`config.mk`:
```
export PLATFORM = sky130hd
export DESIGN_NAME = ring_vco_freq_counter
export DESIGN_NICKNAME = d
export VERILOG_FILES = /design/src/rtl/ring_vco_pkg.sv /design/src/rtl/osc_edge_sync.sv /design/src/rtl/ring_vco_freq_counter.sv
export SDC_FILE = /design/constraint.sdc
export NUM_CORES = 1
export LEC_CHECK = 0
export ABC_CLOCK_PERIOD_IN_PS = 5000
export CAP_MARGIN = 15
export CORE_ASPECT_RATIO = 0.75
export CORE_MARGIN = 5
export CORE_UTILIZATION = 30
export DETAILED_ROUTE_END_ITERATION = 10
export PLACE_DENSITY = 0.52
export SLEW_MARGIN = 10
export SYNTH_ARGS = -nofsm -noshare
export SYNTH_HDL_FRONTEND = slang
export SYNTH_SLANG_ARGS = --single-unit
```
`constraint.sdc`:
```
create_clock -name clk -period 5 [get_ports clk]
set_input_delay 1 -clock clk [delete_from_list [all_inputs] [get_ports clk]]
set_output_delay 1 -clock clk [all_outputs]
set_load 0.005 [all_outputs]
```
`src/rtl/ring_vco_pkg.sv`:
```
// Shared types and defaults for the ring VCO frequency read-out and its helpers.
package ring_vco_pkg;

    typedef enum logic [2:0] {
        IDLE   = 3'd0,
        INIT   = 3'd1,
        SETTLE = 3'd2,
        COUNT  = 3'd3,
        DONE   = 3'd4
    } vcoState_e;

    localparam int DEF_CNT_W         = 16;
    localparam int DEF_WIN_W         = 16;
    localparam int DEF_SYNC_STAGES   = 2;
    localparam int DEF_INIT_CYCLES   = 16;
    localparam int DEF_SETTLE_CYCLES = 64;

    // Saturation value of the edge counter at its default width.
    localparam logic [DEF_CNT_W-1:0] DEF_CNT_MAX = '1;

    function automatic int maxInt(input int a, input int b);
        return (a > b) ? a : b;
    endfunction

endpackage

```
`src/rtl/osc_edge_sync.sv`:
```
// Brings an asynchronous oscillator into the clk domain and emits a one-cycle
// pulse for every rising edge seen after synchronization.
module osc_edge_sync #(
    parameter int STAGES = 2
) (
    input  logic clk,
    input  logic rst,
    input  logic osc_i,
    output logic rise_o
);

    logic [STAGES-1:0] sync_q;
    logic              prev_q;

    always_ff @(posedge clk or posedge rst) begin
        if (rst) begin
            sync_q <= '0;
            prev_q <= 1'b0;
        end else begin
            sync_q <= {sync_q[STAGES-2:0], osc_i};
            prev_q <= sync_q[STAGES-1];
        end
    end

    assign rise_o = sync_q[STAGES-1] & ~prev_q;

endmodule

```
`src/rtl/ring_vco_freq_counter.sv`:
```
// Kick-starts the ring VCO, waits for it to settle, counts osc rising edges over
// a programmable window and posts the result through a valid/ready handshake.
module ring_vco_freq_counter
    import ring_vco_pkg::*;
#(
    parameter int CNT_W         = DEF_CNT_W,
    parameter int WIN_W         = DEF_WIN_W,
    parameter int SYNC_STAGES   = DEF_SYNC_STAGES,
    parameter int INIT_CYCLES   = DEF_INIT_CYCLES,
    parameter int SETTLE_CYCLES = DEF_SETTLE_CYCLES
) (
    input  logic             clk,
    input  logic             rst,
    input  logic             start,
    input  logic [WIN_W-1:0] win_len,
    input  logic             osc,
    output logic             vinit,
    output logic             busy,
    output logic [CNT_W-1:0] count,
    output logic             count_valid,
    input  logic             count_ready,
    output logic             overflow
);

    // One timer serves the kick-start, settle and window phases.
    localparam int TMR_W = maxInt(WIN_W, maxInt($clog2(INIT_CYCLES), $clog2(SETTLE_CYCLES)));
    localparam logic [CNT_W-1:0] CNT_MAX = '1;

    vcoState_e         state_q, state_d;
    logic [TMR_W-1:0]  timer_q, timer_d;
    logic [WIN_W-1:0]  winLen_q, winLen_d;
    logic [CNT_W-1:0]  edgeCnt_q, edgeCnt_d;
    logic              ovfFlag_q, ovfFlag_d;
    logic [CNT_W-1:0]  count_q, count_d;
    logic              overflow_q, overflow_d;
    logic              countValid_q, countValid_d;
    logic              busy_q, busy_d;
    logic              vinit_q, vinit_d;
    logic              oscRise;

    osc_edge_sync #(
        .STAGES (SYNC_STAGES)
    ) u_osc_sync (
        .clk    (clk),
        .rst    (rst),
        .osc_i  (osc),
        .rise_o (oscRise)
    );

    always_ff @(posedge clk or posedge rst) begin
        if (rst) begin
            state_q      <= IDLE;
            timer_q      <= '0;
            winLen_q     <= '0;
            edgeCnt_q    <= '0;
            ovfFlag_q    <= 1'b0;
            count_q      <= '0;
            overflow_q   <= 1'b0;
            countValid_q <= 1'b0;
            busy_q       <= 1'b0;
            vinit_q      <= 1'b1;
        end else begin
            state_q      <= state_d;
            timer_q      <= timer_d;
            winLen_q     <= winLen_d;
            edgeCnt_q    <= edgeCnt_d;
            ovfFlag_q    <= ovfFlag_d;
            count_q      <= count_d;
            overflow_q   <= overflow_d;
            countValid_q <= countValid_d;
            busy_q       <= busy_d;
            vinit_q      <= vinit_d;
        end
    end

    always_comb begin
        state_d      = state_q;
        timer_d      = timer_q;
        winLen_d     = winLen_q;
        edgeCnt_d    = edgeCnt_q;
        ovfFlag_d    = ovfFlag_q;
        count_d      = count_q;
        overflow_d   = overflow_q;
        countValid_d = countValid_q;

        if (countValid_q && count_ready) begin
            countValid_d = 1'b0;
        end

        case (state_q)
            IDLE: begin
                if (start) begin
                    winLen_d     = win_len;
                    countValid_d = 1'b0;
                    timer_d      = TMR_W'(INIT_CYCLES - 1);
                    state_d      = INIT;
                end
            end
            INIT: begin
                if (timer_q == '0) begin
                    timer_d = TMR_W'(SETTLE_CYCLES - 1);
                    state_d = SETTLE;
                end else begin
                    timer_d = timer_q - TMR_W'(1);
                end
            end
            SETTLE: begin
                edgeCnt_d = '0;
                ovfFlag_d = 1'b0;
                if (timer_q == '0) begin
                    if (winLen_q == '0) begin
                        state_d = DONE;
                    end else begin
                        timer_d = TMR_W'(winLen_q) - TMR_W'(1);
                        state_d = COUNT;
                    end
                end else begin
                    timer_d = timer_q - TMR_W'(1);
                end
            end
            COUNT: begin
                if (oscRise) begin
                    if (edgeCnt_q == CNT_MAX) begin
                        ovfFlag_d = 1'b1;
                    end else begin
                        edgeCnt_d = edgeCnt_q + CNT_W'(1);
                    end
                end
                if (timer_q == '0) begin
                    state_d = DONE;
                end else begin
                    timer_d = timer_q - TMR_W'(1);
                end
            end
            DONE: begin
                count_d      = edgeCnt_q;
                overflow_d   = ovfFlag_q;
                countValid_d = 1'b1;
                state_d      = IDLE;
            end
            default: begin
                state_d = IDLE;
            end
        endcase

        // Outputs are registered from the upcoming state so they align with it.
        vinit_d = (state_d != INIT);
        busy_d  = (state_d != IDLE);
    end

    assign vinit       = vinit_q;
    assign busy        = busy_q;
    assign count       = count_q;
    assign count_valid = countValid_q;
    assign overflow    = overflow_q;

endmodule

```
==> flow_summary.ini <==
[detailed_routing]
vias_per_cell = 5.43
avgRoutedWirePerCell_um = 17.4
via_count = 3309
drt_iter0_markers = 277
drc = 0
ant_nets = 0
drt_first_pass_iters = 5
wl_mm = 10.6

[floorplanning]
ios = 41
dieArea_sq_um = 15700
die_h_um = 110
dieWidth_um = 143
rows = 36
start_util_pct = 30.6
core-area_sq_um = 13000

[clocking]
cts_tree = done
cts_sinks = 75
clk_path_buf_depth = 2
ctsHoldBuffers = 0
clk_latency_ns = 0.34
postCtsSetupBuffers = 0
numCtsBuffers = 9
ctsResizeCount = 0
clockRootBuffer = clkbuf_16
clk_pin_slew_worst_paths_ns = 0.06
htreeDepth = 3

[synth]
synthFlopType = dfrtp_1
ys_top_cells_by_count = dfrtp_1, mux2_2, a21oi_1, nand2_1, nor2_1
yosys_warnings = 0
synth_seq_cells = 75
syn_area_sq_um = 3990
synth.distinct_cells = 60
yosys-top-cells-area = dfrtp_1, mux2_2, a21oi_1
synth.net_count = 419
netlist.area_leader.share_pct = 46.4
synth_area_leader_cell = dfrtp_1
synth_edf_count = 0
synth_most_common_cell = dfrtp_1
synth_cells = 395
syn_avg_cell_area_sq_um = 10.1
seq_area_frac_synth_pct = 47.1
synthArstFlopShare_pct = 100

[global_routing]
grt-busiest-layer = met2
grt_pass1_wl_mm = 17.4
antenna_found_initial = 0
grt-ovfl-total = 0
grt_max_degree = 40
grt_pass1_vias = 3286
grtUsageMet2_pct = 21.1
grt_use_total_pct = 14.2
met3_usage_pct = 3.87
grt_use_met1_pct = 20.3

[critical_path]
worstSetupEndpointType = flip-flop
critPathKind = reg2reg
crit_path_start_kind = flip-flop
crit_fanout = 15
worstPathCellList = nor4_1 -> nand4_1 -> buf_4 -> a211oi_1 -> a21oi_1 -> a21bo_2
cp_slowest_stage_delay_ns = 0.81
worstPathRequired_ns = 5.28
cp_slowest_cell = a211oi_1
cp_data_arrival_time_ns = 3.18
cp_top_family = compound AO/OA/AOI/OAI gates
critPathBufInv = 1

[finish]
fillers = 1257
seqCellArea_sq_um = 1880
fin_cells = 609
antenna_cells = 0
drive_gt1_share_pct = 15.8
final_core_util_pct = 37.4
multiInputGateArea_sq_um = 1990
areaGrowthSynthToFinish_pct = 21.9
nets = 457

[sta]
maxSlewViolCount = 0
fin_setup_tns_ns = 0
fin_crit_sh_pct = 58.0
fmax_mhz = 345
period_needed_ns = 2.90
fin_ws_ns = 2.10
final_hold_viol_count = 0
finalClockSkew_ns = 0.00752
finalSetupViolations = 0
worstMarginPinSlew_ns = 1.09
rsz0062_at_grt = no
maxSlewHeadroom_pct = 26.4

[power_and_ir_drop]
p_leak_nw = 1.99
ir_worst_vdd_v = 0.000207
powerDensity_nw_per_um2 = 439

[worst_hold_path]
hold_class = reg2reg

[flow_run]
cap_violations = 0

[outcome]
status = finished, final reports clean

[placement]
routabilityCongestion = 0.834
hpwl_mm = 7.70
port_buffers = 40
pre_cts_ws_ns = 1.96
placedCellCount = 592
## path summary, 6_finish.rpt
check / start / end / slack (ns) / cells past startpoint
min in group asynchronous: rst / count[6] / 1.14 / 2
setup reg to reg: timer_q[8] / timer_q[13] / 2.10 / 6
setup / recovery: timer_q[8] / timer_q[13] / 2.10 / 6
hold / removal: u_osc_sync.sync_q[0] / u_osc_sync.sync_q[1] / 0.36 / 0
hold reg to reg: u_osc_sync.sync_q[0] / u_osc_sync.sync_q[1] / 0.36 / 0
max in group asynchronous: rst / vinit / 2.83 / 3
## cell type report
cell class	count	area share (%)
flip-flops and latches	75	38.6
inverters	11	0.849
multi-input cells	289	41.0
clock inverters	7	1.26
well taps	171	4.40
clock buffers	9	4.63
repair buffers	47	9.26
## power by group
group          total (W)  switching [W]  internal, W
combinational   0.000578       0.000299     0.000279
sequential      0.000932       0.000187     0.000745
clock           0.000623       0.000279     0.000344
total            0.00213       0.000764      0.00137
## registers in the layout, summed over array words and instances, names as in the netlist
register           count
count                 16
edgeCnt_q             16
u_osc_sync.prev_q      1
overflow               1
count_valid            1
busy                   1
winLen_q              16
u_osc_sync.sync_q      2
state_q                3
timer_q               16
ovfFlag_q              1
vinit                  1
## logic make-up (layout without fill, tap and decap cells)
group	Yosys count	in the layout	synth area share (%)
flip-flops	75	75	47.1
buffers and inverters	31	74	2.98
adder cells (fa/ha/maj)	3	3	0.941
XOR/XNOR	15	15	3.29
multiplexers	32	32	9.00
AND/OR/NAND/NOR	134	134	18.1
AO/OA/AOI/OAI	105	105	18.6
## layer usage
metal	up-vias	wire length, um
met5	-	0
met4	0	108
met3	7	618
met2	79	4590
met1	1642	5310
li1	1581	-
## cells in the final DEF (no fill, tap or decap), drive strengths merged, types with 3 or more instances in the layout
master | synthesis | layout
o21ai | 17 | 17
o221ai | 5 | 5
or4 | 12 | 12
clkbuf | 17 | 10
nor3 | 15 | 15
xnor2 | 6 | 6
ha | 3 | 3
nor4 | 9 | 9
mux2 | 31 | 31
a31oi | 4 | 4
a31o | 4 | 4
nand2 | 27 | 27
or3 | 10 | 10
nand2b | 6 | 6
a21oi | 28 | 28
clkinv | 0 | 3
buf | 3 | 6
o22a | 3 | 3
a211oi | 5 | 5
dfrtp | 74 | 74
a221o | 5 | 5
inv | 11 | 13
xor2 | 9 | 9
a22o | 4 | 4
clkdlybuf4s50 | 0 | 40
nand4 | 6 | 6
nand3 | 13 | 13
o311ai | 3 | 3
o31ai | 8 | 8
o41ai | 3 | 3
nor2 | 22 | 22
nor3b | 3 | 3
## metrics by stage
step,cell area [sq um],hold slack [ns],total power (W)
after floorplan,3990,0.331,0.00132
after global placement,4570,0.345,0.00150
final,4860,0.359,0.00213
after global routing,4860,0.382,0.00227
after detailed placement,4570,0.353,0.00151
after CTS,4860,0.365,0.00215
No activity file was read; power rests on OpenSTA's default activity.
